### config.mk
export PLATFORM = sky130hd
export DESIGN_NAME = deser_in_flat
export DESIGN_NICKNAME = d
export VERILOG_FILES = /design/src/rtl/serdes_pkg.sv /design/src/rtl/deser_in_if.sv /design/src/rtl/deser_in_rx_serial.sv /design/src/rtl/deser_in.sv /design/src/flat_wrapper.sv
export SDC_FILE = /design/constraint.sdc
export NUM_CORES = 1
export LEC_CHECK = 0
export ABC_AREA = 1
export ABC_CLOCK_PERIOD_IN_PS = 2210
export BUFFER_PORTS_ARGS = -buffer_cell sky130_fd_sc_hd__buf_2
export CAP_MARGIN = 0
export CORE_ASPECT_RATIO = 1.4
export CORE_MARGIN = 2
export CORE_UTILIZATION = 46
export CTS_BUF_LIST = sky130_fd_sc_hd__clkbuf_4
export CTS_CLUSTER_DIAMETER = 120
export DETAILED_ROUTE_END_ITERATION = 6
export GPL_TIMING_DRIVEN = 1
export PLACE_DENSITY_LB_ADDON = 0.08
export SETUP_SLACK_MARGIN = 0.3
export SKIP_CTS_REPAIR_TIMING = 1
export SYNTH_ARGS = -nofsm -noshare
export SYNTH_HDL_FRONTEND = slang
export SYNTH_SLANG_ARGS = --single-unit
### constraint.sdc
create_clock -name clk_i -period 2.21 [get_ports clk_i]
set_input_delay 0.442 -clock clk_i [delete_from_list [all_inputs] [get_ports clk_i]]
set_output_delay 0.442 -clock clk_i [all_outputs]
set_load 0.02 [all_outputs]
### src/rtl/serdes_pkg.sv
// Shared definitions for the 9-bit K/data serial link, used by both the
// transmit and receive sides.
package serdes_pkg;

    localparam int WORD_W    = 9;
    localparam int KFLAG_BIT = 8;
    localparam int PKT_BYTES = 3;

    localparam logic [WORD_W-1:0] COMMA_WORD = 9'h13C;

    typedef enum logic [2:0] {
        ST_HUNT,
        ST_ALIGN,
        ST_IDLE,
        ST_B1,
        ST_B2,
        ST_TAIL
    } state_t;

    function automatic logic is_kcode(input logic [WORD_W-1:0] word);
        return word[KFLAG_BIT];
    endfunction

endpackage

### src/rtl/deser_in_if.sv
// Link-side and payload-side signals of the deserializer.
// DESER_ERR_CNT_EN adds the error counter output and its clear input.
interface deser_in_if;
    import serdes_pkg::*;

    logic        data_i;
    logic        bit_vld_i;
    logic [31:0] data_o;
    logic        valid_o;
    logic        locked_o;
    logic        err_o;
`ifdef DESER_ERR_CNT_EN
    logic [15:0] err_cnt_o;
    logic        err_clr_i;
`endif

    modport slave (
        input  data_i,
        input  bit_vld_i,
`ifdef DESER_ERR_CNT_EN
        input  err_clr_i,
        output err_cnt_o,
`endif
        output data_o,
        output valid_o,
        output locked_o,
        output err_o
    );

    modport master (
        output data_i,
        output bit_vld_i,
`ifdef DESER_ERR_CNT_EN
        output err_clr_i,
        input  err_cnt_o,
`endif
        input  data_o,
        input  valid_o,
        input  locked_o,
        input  err_o
    );

endinterface

### src/rtl/deser_in_rx_serial.sv
// Receive shifter: LSB-first 9-bit shift register plus word bit counter.
// In hunt mode every strobe presents a sliding-window word.
module rx_serial
    import serdes_pkg::*;
(
    input  logic              clk_i,
    input  logic              rst_ni,
    input  logic              data_i,
    input  logic              bit_vld_i,
    input  logic              hunt_i,
    output logic [WORD_W-1:0] word_o,
    output logic              word_vld_o
);

    localparam logic [3:0] LAST_BIT = 4'(WORD_W - 1);

    logic [WORD_W-1:0] sreg_q;
    logic [3:0]        bit_cnt_q;
    logic              word_end;

    // The word is presented in the strobe cycle itself so the FSM can react on the same edge.
    assign word_o     = {data_i, sreg_q[WORD_W-1:1]};
    assign word_end   = hunt_i || (bit_cnt_q == LAST_BIT);
    assign word_vld_o = bit_vld_i && word_end;

    always_ff @(posedge clk_i or negedge rst_ni) begin
        if (!rst_ni) begin
            sreg_q    <= '0;
            bit_cnt_q <= '0;
        end else if (bit_vld_i) begin
            sreg_q    <= word_o;
            bit_cnt_q <= word_end ? 4'd0 : bit_cnt_q + 4'd1;
        end
    end

endmodule

### src/rtl/deser_in.sv
// Receive side of the 9-bit K/data link: comma alignment, packet assembly, errors.
// DESER_ERR_CNT_EN adds a saturating error counter with synchronous clear.
module deser_in
    import serdes_pkg::*;
#(
    parameter int         LOCK_CNT = 2,
    parameter logic [7:0] COMMA    = COMMA_WORD[7:0]
) (
    input logic       clk_i,
    input logic       rst_ni,
    deser_in_if.slave link
);

    localparam logic [WORD_W-1:0] COMMA_W  = {1'b1, COMMA};
    localparam logic [2:0]        LOCK_TGT = 3'(LOCK_CNT);

    state_t                       state_q, state_n;
    logic [2:0]                   comma_cnt_q, comma_cnt_n;
    logic [PKT_BYTES-2:0][7:0]    pkt_q, pkt_n;
    logic [31:0]                  data_q, data_n;
    logic                         valid_q, valid_n;
    logic                         locked_q, locked_n;
    logic                         err_q, err_n;

    logic [WORD_W-1:0]            word;
    logic                         word_vld;
    logic                         is_comma;
    logic                         is_k;

    rx_serial u_rx_serial (
        .clk_i      (clk_i),
        .rst_ni     (rst_ni),
        .data_i     (link.data_i),
        .bit_vld_i  (link.bit_vld_i),
        .hunt_i     (state_q == ST_HUNT),
        .word_o     (word),
        .word_vld_o (word_vld)
    );

    assign is_comma = (word == COMMA_W);
    assign is_k     = is_kcode(word);

    always_comb begin
        state_n     = state_q;
        comma_cnt_n = comma_cnt_q;
        pkt_n       = pkt_q;
        data_n      = data_q;
        valid_n     = 1'b0;
        locked_n    = locked_q;
        err_n       = 1'b0;

        if (word_vld) begin
            unique case (state_q)
                ST_HUNT: begin
                    if (is_comma) begin
                        comma_cnt_n = 3'd1;
                        if (LOCK_TGT == 3'd1) begin
                            locked_n = 1'b1;
                            state_n  = ST_IDLE;
                        end else begin
                            state_n  = ST_ALIGN;
                        end
                    end
                end
                // Losing alignment before lock is silent; only a locked link reports errors.
                ST_ALIGN: begin
                    if (is_comma) begin
                        comma_cnt_n = comma_cnt_q + 3'd1;
                        if (comma_cnt_q + 3'd1 == LOCK_TGT) begin
                            locked_n = 1'b1;
                            state_n  = ST_IDLE;
                        end
                    end else begin
                        comma_cnt_n = '0;
                        state_n     = ST_HUNT;
                    end
                end
                ST_IDLE: begin
                    if (!is_k) begin
                        pkt_n[0] = word[7:0];
                        state_n  = ST_B1;
                    end else if (!is_comma) begin
                        err_n = 1'b1;
                    end
                end
                ST_B1: begin
                    if (!is_k) begin
                        pkt_n[1] = word[7:0];
                        state_n  = ST_B2;
                    end else begin
                        err_n = 1'b1;
                    end
                end
                ST_B2: begin
                    if (!is_k) begin
                        data_n  = {8'h00, word[7:0], pkt_q[1], pkt_q[0]};
                        valid_n = 1'b1;
                        state_n = ST_TAIL;
                    end else begin
                        err_n = 1'b1;
                    end
                end
                ST_TAIL: begin
                    if (is_comma) begin
                        state_n = ST_IDLE;
                    end else begin
                        err_n = 1'b1;
                    end
                end
                default: begin
                    state_n = ST_HUNT;
                end
            endcase

            if (err_n) begin
                locked_n    = 1'b0;
                comma_cnt_n = '0;
                state_n     = ST_HUNT;
            end
        end
    end

    always_ff @(posedge clk_i or negedge rst_ni) begin
        if (!rst_ni) begin
            state_q     <= ST_HUNT;
            comma_cnt_q <= '0;
            pkt_q       <= '0;
            data_q      <= '0;
            valid_q     <= 1'b0;
            locked_q    <= 1'b0;
            err_q       <= 1'b0;
        end else begin
            state_q     <= state_n;
            comma_cnt_q <= comma_cnt_n;
            pkt_q       <= pkt_n;
            data_q      <= data_n;
            valid_q     <= valid_n;
            locked_q    <= locked_n;
            err_q       <= err_n;
        end
    end

    assign link.data_o   = data_q;
    assign link.valid_o  = valid_q;
    assign link.locked_o = locked_q;
    assign link.err_o    = err_q;

`ifdef DESER_ERR_CNT_EN
    logic [15:0] err_cnt_q;

    // A clear coinciding with a new error leaves that error counted.
    always_ff @(posedge clk_i or negedge rst_ni) begin
        if (!rst_ni) begin
            err_cnt_q <= '0;
        end else if (link.err_clr_i) begin
            err_cnt_q <= {15'd0, err_n};
        end else if (err_n && (err_cnt_q != 16'hFFFF)) begin
            err_cnt_q <= err_cnt_q + 16'd1;
        end
    end

    assign link.err_cnt_o = err_cnt_q;
`endif

endmodule

### src/flat_wrapper.sv
// flat-port wrapper written by rule: the top's interface ports become plain ports
module deser_in_flat import serdes_pkg::*;
#(
    parameter int         LOCK_CNT = 2,
    parameter logic [7:0] COMMA    = COMMA_WORD[7:0]
)
  (clk_i, rst_ni, link_data_i, link_bit_vld_i, link_data_o, link_valid_o, link_locked_o, link_err_o);
  deser_in_if link_i ();
  input logic clk_i;
  input logic rst_ni;
  input wire logic [$bits(link_i.data_i)-1:0] link_data_i;
  input wire logic [$bits(link_i.bit_vld_i)-1:0] link_bit_vld_i;
  output wire logic [$bits(link_i.data_o)-1:0] link_data_o;
  output wire logic [$bits(link_i.valid_o)-1:0] link_valid_o;
  output wire logic [$bits(link_i.locked_o)-1:0] link_locked_o;
  output wire logic [$bits(link_i.err_o)-1:0] link_err_o;
  assign link_i.data_i = link_data_i;
  assign link_i.bit_vld_i = link_bit_vld_i;
  assign link_data_o = link_i.data_o;
  assign link_valid_o = link_i.valid_o;
  assign link_locked_o = link_i.locked_o;
  assign link_err_o = link_i.err_o;
  deser_in #(.LOCK_CNT(LOCK_CNT), .COMMA(COMMA)) u_core (.clk_i(clk_i), .rst_ni(rst_ni), .link(link_i));
endmodule
# Yosys cells after proc, flatten, opt, wreduce, memory -nomap -nowiden
# Cells that the tools add are included.
dict set report op_classes {
  reduce_logical 14
  add_sub_neg 2
  eq_ne 14
  n_mux 26
  bitwise_logic 1
}
# operator n
set ops {}
lappend ops {{3-bit two-way mux} 10}
lappend ops {{3-bit case mux with 6 select lines} 1}
lappend ops {{1-bit two-way mux} 12}
lappend ops {{3-bit AND reduction} 4}
lappend ops {{3-bit by 2-bit == test with 1-bit output, second input constant} 3}
lappend ops {{9-bit == test, second input constant} 1}
lappend ops {{3-bit by 2-bit inequality test with 1-bit output, second input constant} 3}
lappend ops {{7-bit AND reduction} 1}
lappend ops {{3-bit == test, second input constant} 2}
lappend ops {{3-bit by 1-bit inequality test with 1-bit output, second input constant} 2}
lappend ops {{3-bit case mux with 2 select lines} 1}
lappend ops {{2-bit nonzero test} 3}
lappend ops {{4-bit by 1-bit adder with 4-bit output, second input constant} 1}
lappend ops {{4-bit == test, second input constant} 1}
lappend ops {{4-bit two-way mux} 1}
lappend ops {{4-bit inequality test, second input constant} 1}
lappend ops {{4-bit AND reduction} 1}
lappend ops {{3-bit by 1-bit adder with 3-bit output, second input constant} 1}
lappend ops {{3-bit by 1-bit == test with 1-bit output, second input constant} 1}
lappend ops {{3-bit zero test} 1}
lappend ops {{1-bit case mux with 3 select lines} 1}
lappend ops {{3-bit nonzero test} 1}
lappend ops {{2-bit OR reduction} 1}
lappend ops {{1-bit logical AND} 1}
lappend ops {{2 further kinds} 2}
dict set report totals {
  out_inout_bits 35
  reg_bits 62
}

# Depth between registers and ports, before layout
# Gate-level depths: netlist (run 1).
dict set report depth {
  word_depth 7
  depth_mapped 11
  depth_no_buf 11
}

# Cells and area by module
# Synthesis (run 1) repeated with hierarchy kept, for this count alone.
dict set report unflattened {
  hier_cells 333
  hier_area_um2 2854.0
}
# module cells_each n_inst area_each_um2
set modules_own_cells {}
lappend modules_own_cells {deser_in 268 1 2288.4}
lappend modules_own_cells {rx_serial 65 1 565.5}

# Worst setup path before layout (run 1)
# OpenSTA, ideal clock, no wires.
dict set report synth_path {
  path_kind {register -> register}
  startpoint {reg u_core.u_rx_serial.bit_cnt_q[0]}
  endpoint {reg u_core.pkt_q[8] in the netlist's numbering}
  setup_time_ns 0.126
  path_buffers 1
  arrival_ns 1.426
  slack_ns 0.658
  path_stages_with_launch 11
  synth_period_minus_slack_ns 1.552
  path_cell_list {dfrtp_1 > inv_1 > ha_1 > nand3b_1 > nand2_1 > nand2_1 > clkinv_2 > nand2_4 > nor3_4 > buf_6 > o21ai_0}
}
dict set report synth_between {
  elab_chain_cells 4
}
# item line_no
set synth_lines {}
lappend synth_lines {{start, declared} deser_in_rx_serial.sv:18} ;# logic [3:0] bit_cnt_q;
lappend synth_lines {{start signal, assigned} deser_in_rx_serial.sv:32} ;# bit_cnt_q <= word_end ? 4'd0 : bit_cnt_q + 4'd1;
lappend synth_lines {{4-bit == test} deser_in_rx_serial.sv:23} ;# assign word_end = hunt_i || (bit_cnt_q == LAST_BIT);
lappend synth_lines {{1-bit logical OR} deser_in_rx_serial.sv:23}
lappend synth_lines {{1-bit logical AND} deser_in_rx_serial.sv:24} ;# assign word_vld_o = bit_vld_i && word_end;
lappend synth_lines {{3-bit AND reduction (no line)} -}
lappend synth_lines {{end signal, assigned} deser_in.sv:135} ;# pkt_q <= pkt_n;
lappend synth_lines {{end, declared} deser_in.sv:19} ;# logic [PKT_BYTES-2:0][7:0] pkt_q, pkt_n;
# No other way between the ends.
# A chain may end at the register's enable or synchronous reset.

# Worst setup path in the final report (run 1)
dict set report layout_path {
  startpoint {reg u_core.u_rx_serial.bit_cnt_q[0]}
  endpoint {reg u_core.data_q[22], in the netlist u_core.link.data_o[22]}
}
dict set report layout_between {
  elab_chain_cells 4
}
# item line_no
set layout_lines {}
lappend layout_lines {{4-bit == test} deser_in_rx_serial.sv:23}
lappend layout_lines {{1-bit logical OR} deser_in_rx_serial.sv:23}
lappend layout_lines {{1-bit logical AND} deser_in_rx_serial.sv:24}
lappend layout_lines {{3-bit AND reduction (no line)} -}
lappend layout_lines {{end signal, assigned} deser_in.sv:136} ;# data_q <= data_n;
lappend layout_lines {{end, declared} deser_in.sv:20} ;# logic [31:0] data_q, data_n;
# No other way between the ends.

==> impl_metrics.env, run 1 <==
export IMPL_status="finished clean"
export IMPL_port_buffers=30
export IMPL_fin_nets=376
export IMPL_ioPinCount=39
export IMPL_p_leak_nw=1.80
export IMPL_cts_tree="done"
export IMPL_p_comb_share_pct=16.8
export IMPL_switchingPower_mw=0.724
export IMPL_cts_max_path_buffers=2
export IMPL_tightest_slew_ns=0.650
export IMPL_cts_made_buffers=9
export IMPL_synth_cell_types=27
export IMPL_area_delta_synth_final_pct=15.6
export IMPL_clk_latency_ns=0.40
export IMPL_p_per_area_nw_per_um2=694
export IMPL_start_util_pct=47.8
export IMPL_synthArstFlopShare_pct=100
export IMPL_core_area_um2=5860
export IMPL_dr_pass1_iters=4
export IMPL_grt_overflow_total=0
export IMPL_synth_avg_cell_area_um2=8.70
export IMPL_clock_sinks=61
export IMPL_wirelength_um=5620
export IMPL_place_congestion=0.866
export IMPL_synth_area_top_cells="dfrtp_1 (54%), nand2_1 (14%), o21ai_0 (5.9%)"
export IMPL_clock_skew_ns=0.0120
export IMPL_p_int_mw=1.52
export IMPL_worstPathArrival_ns=2.00
export IMPL_drt_iter0_markers=97
export IMPL_ir_drop_mv=0.417
export IMPL_yosysSeqAreaShare_pct=54.5
export IMPL_drv_cap=0
export IMPL_post_route_cells_drive_above_1_share_pct=19.4
export IMPL_switching_share_pct=32.2
export IMPL_wl_per_cell_um=12.7
export IMPL_critPathKind="reg -> reg"
export IMPL_crit_buf_inv=3
export IMPL_fin_crit_sh_pct=77.1
export IMPL_cp_common_cell="nand2_1"
export IMPL_drv_slew=0
export IMPL_htreeDepth=3
export IMPL_synth_most_common_cell="nand2_1"
export IMPL_drc=0
export IMPL_synth_common_cells="nand2_1 (101), dfrtp_1 (61), o21ai_0 (33)"
export IMPL_grtUsageTotal_pct=18.2
export IMPL_postRouteAntennaNets=0
export IMPL_seqPwrFrac_pct=55.0
export IMPL_clock_power_share_pct=28.2
export IMPL_rows=33
export IMPL_die_area_um2=6740
export IMPL_critPathRequiredTime_ns=2.51
export IMPL_antenna_found_initial=0
export IMPL_slew_headroom_pct=56.7
export IMPL_slowest_stage="dfrtp_1"
export IMPL_synth_edf_count=0
export IMPL_grt_setup_unrepaired="false"
export IMPL_fin_crit_ns=1.70
export IMPL_path_delay_family="simple AND/OR/NAND/NOR gates"
export IMPL_synth_top_area_cell="dfrtp_1"
export IMPL_cp_start_kind="flip-flop"
export IMPL_avgViaCountPerCell=4.86
export IMPL_ys_ff_latch=61
export IMPL_min_path_type="in -> async"
export IMPL_crit_chain="inv_1, ha_1, nand3b_1, nand2_1, nand2_1, clkinv_2, nand2_8, nor2_8, buf_12, nand2_1, o21a_1"
export IMPL_end_kind="flip-flop"
export IMPL_ys_warn_count=0
export IMPL_antenna_cells=0
export IMPL_die_w_um=70.0
export IMPL_fill_cells=565
export IMPL_fmax_mhz=587
export IMPL_first_global_vias=2078
export IMPL_grt_max_degree=29
export IMPL_power_total_mw=2.25
export IMPL_synth_area_um2=2800
export IMPL_vias=2150
export IMPL_synth_cells=322
export IMPL_grt_first_pass_wirelength_um=9430
export IMPL_hold_viol=0
export IMPL_synthFlopType="dfrtp_1"
export IMPL_setup_tns_ns=0
export IMPL_cp_max_fo=20
export IMPL_die_h_um=96.4
export IMPL_critical_path_max_stage_delay_ns=0.41
export IMPL_netlist_area_leader_share_pct=54.5
export IMPL_cts_root_buf="clkbuf_4"
export IMPL_setup_viol=0
export IMPL_clk_pin_slew_worst_paths_ns=0.10
export IMPL_dp_hpwl_um=3920
## sequential cells by signal, indices dropped and copies added (netlist names)
signal	flops
u_core.comma_cnt_q	3
u_core.u_rx_serial.sreg_q	8
u_core.link.err_o	1
u_core.link.data_o	24
u_core.link.valid_o	1
u_core.state_q	3
u_core.link.locked_o	1
u_core.u_rx_serial.bit_cnt_q	4
u_core.pkt_q	16
## layout by cell type, fill, tap and decap left out, types with 2 or more instances in the layout
cell	count
nand2_1	101
dfrtp_1	61
inv_1	32
o21ai_0	32
buf_2	30
nor2_1	21
o21a_1	16
nand3_1	13
clkbuf_4	10
buf_4	10
conb_1	8
nand4_1	4
ha_1	4
clkinv_2	3
xor2_1	3
buf_12	3
o21ai_1	2
nor2_2	2
nand2_2	2
o21ai_2	2
nor2_4	2
clkinvlp_4	2
## final cells by class
| type | count | area [um2] | share of cell area (%) |
|---|---|---|---|
| clock inverters | 5 | 28.8 | 0.888 |
| multi-input cells | 218 | 1100 | 33.8 |
| inverters | 34 | 129 | 3.98 |
| flip-flops and latches | 61 | 1530 | 47.1 |
| clock buffers | 10 | 75.1 | 2.32 |
| well taps | 70 | 87.6 | 2.70 |
| repair buffers | 44 | 297 | 9.15 |
## worst register-to-register path, stage by stage (launching register included)
cell	delay, ns
dfrtp_1	0.41
inv_1	0.10
ha_1	0.15
nand3b_1	0.08
nand2_1	0.08
nand2_1	0.06
clkinv_2	0.11
nand2_8	0.14
nor2_8	0.17
buf_12	0.14
nand2_1	0.06
o21a_1	0.10
## through the flow
step	cells	setup slack, ns	instance area [um2]	utilization (%)	hold WS (ns)
2_1_floorplan	329	0.658	2830	-	0.146
3_3_place_gp	424	0.403	3050	52.1	0.457
3_5_place_dp	424	0.356	3050	52.1	0.459
4_1_cts	439	0.328	3160	53.9	0.0574
5_1_grt	442	0.306	3240	55.2	0.0771
6_report	442	0.506	3240	55.2	0.0510
## per-layer routing
layer  share of wire (%)  GRT usage [%]
met2                  51           31.6
met5                   0              0
met3                 3.5           4.50
met1                  43           20.9
met4                 2.3           9.62
## cell families after synthesis
group | after synthesis | share of synthesized area, %
fa+ha+maj | 4 | 1.79
simple gates | 149 | 22.8
flops | 61 | 54.5
xor+xnor | 3 | 0.938
other cells | 1 | 0.134
buf+inv | 51 | 8.71
compound gates | 53 | 11.2
## power by group through the flow
stage                     registers, mW  clock network (mW)  logic, mW
after floorplan                    1.25                   0      0.254
after global placement             1.26                   0      0.360
after detailed placement           1.26                   0      0.363
after CTS                          1.24               0.656      0.364
after global routing               1.24               0.701      0.440
final                              1.24               0.633      0.378
## final timing paths
path	startpoint	cells past startpoint	slack (ns)	end
setup / recovery	u_core.u_rx_serial.bit_cnt_q[0]$_DFFE_PN0P_	11	0.51	u_core.link.data_o[22]$_DFFE_PN0P_
hold / removal	rst_ni	1	0.05	u_core.link.data_o[11]$_DFFE_PN0P_
setup reg to reg	u_core.u_rx_serial.bit_cnt_q[0]$_DFFE_PN0P_	11	0.51	u_core.link.data_o[22]$_DFFE_PN0P_
hold reg to reg	u_core.pkt_q[3]$_DFFE_PN0P_	2	0.47	u_core.link.data_o[3]$_DFFE_PN0P_
max in group asynchronous	rst_ni	2	1.56	u_core.link.data_o[7]$_DFFE_PN0P_
min in group clk_i	link_data_i	3	0.35	u_core.u_rx_serial.sreg_q[8]$_DFFE_PN0P_
(Power assumes the default switching activity.)
==> inputs of run 2 (changes only) <==
Settings changed: ABC_CLOCK_PERIOD_IN_PS 2210 to 1500.
Clock period 2.21 ns to 1.5 ns, I/O delays scaled along.
==> run 2 against run 1 <==
Setup slack worse by 0.63 ns. Routed wire length up 13%. Design area up 18%. Cell count up 8.1%. Fmax up 4.9%. Largest cell class unchanged. Global-route usage up 0.80 points. Sequential power up 44%. Flip-flop and latch count unchanged. The run now ends with negative setup slack left.
==> impl_metrics.env, run 2 (synthesis results as in run 1) <==
export IMPL_status="finished with violations"
export IMPL_violations="negative setup slack"
export IMPL_slowest_stage="dfrtp_1"
export IMPL_holdPathStages=3
export IMPL_cp_max_fo=7
export IMPL_postRouteAntennaNets=0
export IMPL_post_route_cells_drive_above_1_share_pct=33.8
export IMPL_clk_latency_ns=0.40
export IMPL_vias=2368
export IMPL_fin_crit_ns=1.62
export IMPL_die_w_um=70.0
export IMPL_setup_viol=43
export IMPL_grt_setup_unrepaired="true"
export IMPL_critPathKind="reg -> reg"
export IMPL_grt_max_degree=62
export IMPL_hold_viol=0
export IMPL_dp_cells=448
export IMPL_grt_first_pass_wirelength_um=9800
export IMPL_end_kind="flip-flop"
export IMPL_final_common_cell="nand2_1"
export IMPL_rows=33
export IMPL_htreeDepth=3
export IMPL_clock_skew_ns=0.0144
export IMPL_antenna_cells=0
export IMPL_place_ws_ns=-0.0746
export IMPL_area_delta_synth_final_pct=36.9
export IMPL_clk_pin_slew_worst_paths_ns=0.10
export IMPL_cp_start_kind="flip-flop"
export IMPL_cts_max_path_buffers=2
export IMPL_drv_cap=0
export IMPL_die_area_um2=6740
export IMPL_cts_root_buf="clkbuf_4"
export IMPL_wirelength_um=6360
export IMPL_placed_cell_area_um2=3290
export IMPL_critPathRequiredTime_ns=1.81
export IMPL_final_cells=478
export IMPL_timing_rr_end="u_core.link.data_o[15]$_DFFE_PN0P_"
export IMPL_antenna_found_initial=0
export IMPL_hold_end="u_core.u_rx_serial.sreg_q[8]$_DFFE_PN0P_"
export IMPL_cts_tree="done"
export IMPL_dr_pass1_iters=4
export IMPL_reg2reg_depth=11
export IMPL_p_per_area_nw_per_um2=986
export IMPL_crit_buf_inv=3
export IMPL_fill_cells=493
export IMPL_final_cell_mix="nand2_1 (85), dfrtp_1 (61), buf_4 (42)"
export IMPL_min_path_type="in -> reg"
export IMPL_r2r_start="u_core.u_rx_serial.bit_cnt_q[1]$_DFFE_PN0P_"
export IMPL_drt_iter0_markers=127
export IMPL_dp_hpwl_um=4140
export IMPL_multi_input_area_um2=1190
export IMPL_layout_setup_ws_ns=-0.123
export IMPL_grtUsageTotal_pct=19.0
export IMPL_ir_drop_mv=0.624
export IMPL_critical_path_max_stage_delay_ns=0.41
export IMPL_port_buffers=30
export IMPL_clock_sinks=61
export IMPL_drv_slew=0
export IMPL_place_congestion=0.883
export IMPL_wl_per_cell_um=13.3
export IMPL_path_delay_family="simple AND/OR/NAND/NOR gates"
export IMPL_holdWs_ns=0.211
export IMPL_start_util_pct=47.8
export IMPL_largest_reg_flops=24
export IMPL_min_from="link_data_i"
export IMPL_seq_area_um2=1530
export IMPL_ff2ff_setup_slack_ns=-0.12
export IMPL_postLayoutCoreUtil_pct=65.4
export IMPL_ioPinCount=39
export IMPL_p_leak_nw=2.04
export IMPL_crit_chain="inv_2, ha_4, nand3b_1, nand2_2, nand2_2, inv_4, nand2_8, nor2_8, clkbuf_16, nand2_2, o21a_1"
export IMPL_final_area_um2=3840
export IMPL_fin_crit_sh_pct=108
export IMPL_die_h_um=96.4
export IMPL_drc=0
export IMPL_first_global_vias=2145
export IMPL_grt_overflow_total=0
export IMPL_cts_made_buffers=9
export IMPL_fmax_mhz=616
export IMPL_worstPathArrival_ns=1.93
export IMPL_cp_common_cell="nand2_2"
export IMPL_fin_nets=411
export IMPL_core_area_um2=5860
export IMPL_avgViaCountPerCell=4.95
==> run 2: stage by stage <==
step	TNS (ns)	power, mW
after floorplan	-0.407	2.23
after global placement	-0.536	2.58
after detailed placement	-1.37	2.60
after CTS	-2.56	3.71
after global routing	-6.72	3.99
final	-2.84	3.78
==> run 2: worst max path at each step <==
stage / from / to / slack, ns / depth (start not counted)
global placement: u_core.u_rx_serial.sreg_q[7]$_DFFE_PN0P_ / u_core.state_q[2]$_DFFE_PN0P_ / -0.09 / 10
floorplan: u_core.u_rx_serial.bit_cnt_q[0]$_DFFE_PN0P_ / u_core.pkt_q[8]$_DFFE_PN0P_ / -0.04 / 10
finish: u_core.u_rx_serial.bit_cnt_q[1]$_DFFE_PN0P_ / u_core.link.data_o[15]$_DFFE_PN0P_ / -0.12 / 11
CTS: u_core.u_rx_serial.sreg_q[7]$_DFFE_PN0P_ / u_core.state_q[2]$_DFFE_PN0P_ / -0.10 / 10
global route: u_core.u_rx_serial.bit_cnt_q[1]$_DFFE_PN0P_ / u_core.link.data_o[15]$_DFFE_PN0P_ / -0.19 / 11
detailed placement: u_core.u_rx_serial.sreg_q[7]$_DFFE_PN0P_ / u_core.state_q[2]$_DFFE_PN0P_ / -0.07 / 10
==> run 2: worst min-delay path: cells and delay by family <==
kind                   cells  cell delay, ns
buffers and inverters      1            0.15
AOI/OAI and AO/OA          1            0.06
and+or+nand+nor            1            0.06
==> run 2: cell type report <==
type | count | area share [%]
Sequential cell | 61 | 39.8
Multi-Input combinational cell | 217 | 30.9
Timing Repair Buffer | 80 | 20.3
Inverter | 34 | 3.39
Tap cell | 70 | 2.28
Clock buffer | 10 | 1.96
Clock inverter | 6 | 1.40
==> run 2: where the power goes <==
part           switching (mW)  total, mW  internal (mW)  leakage, nW
registers              0.0567       1.79           1.73        0.796
clock network           0.596       1.10          0.508       0.0689
logic                   0.523      0.891          0.368         1.17
==> run 2: routing by layer <==
metal	global-route usage (%)	vias up	share of wire, %
met4	10.1	0	1.5
met5	0	-	0
li1	-	1168	-
met1	22.2	1148	41
met2	33.9	43	55
met3	2.83	9	3.4
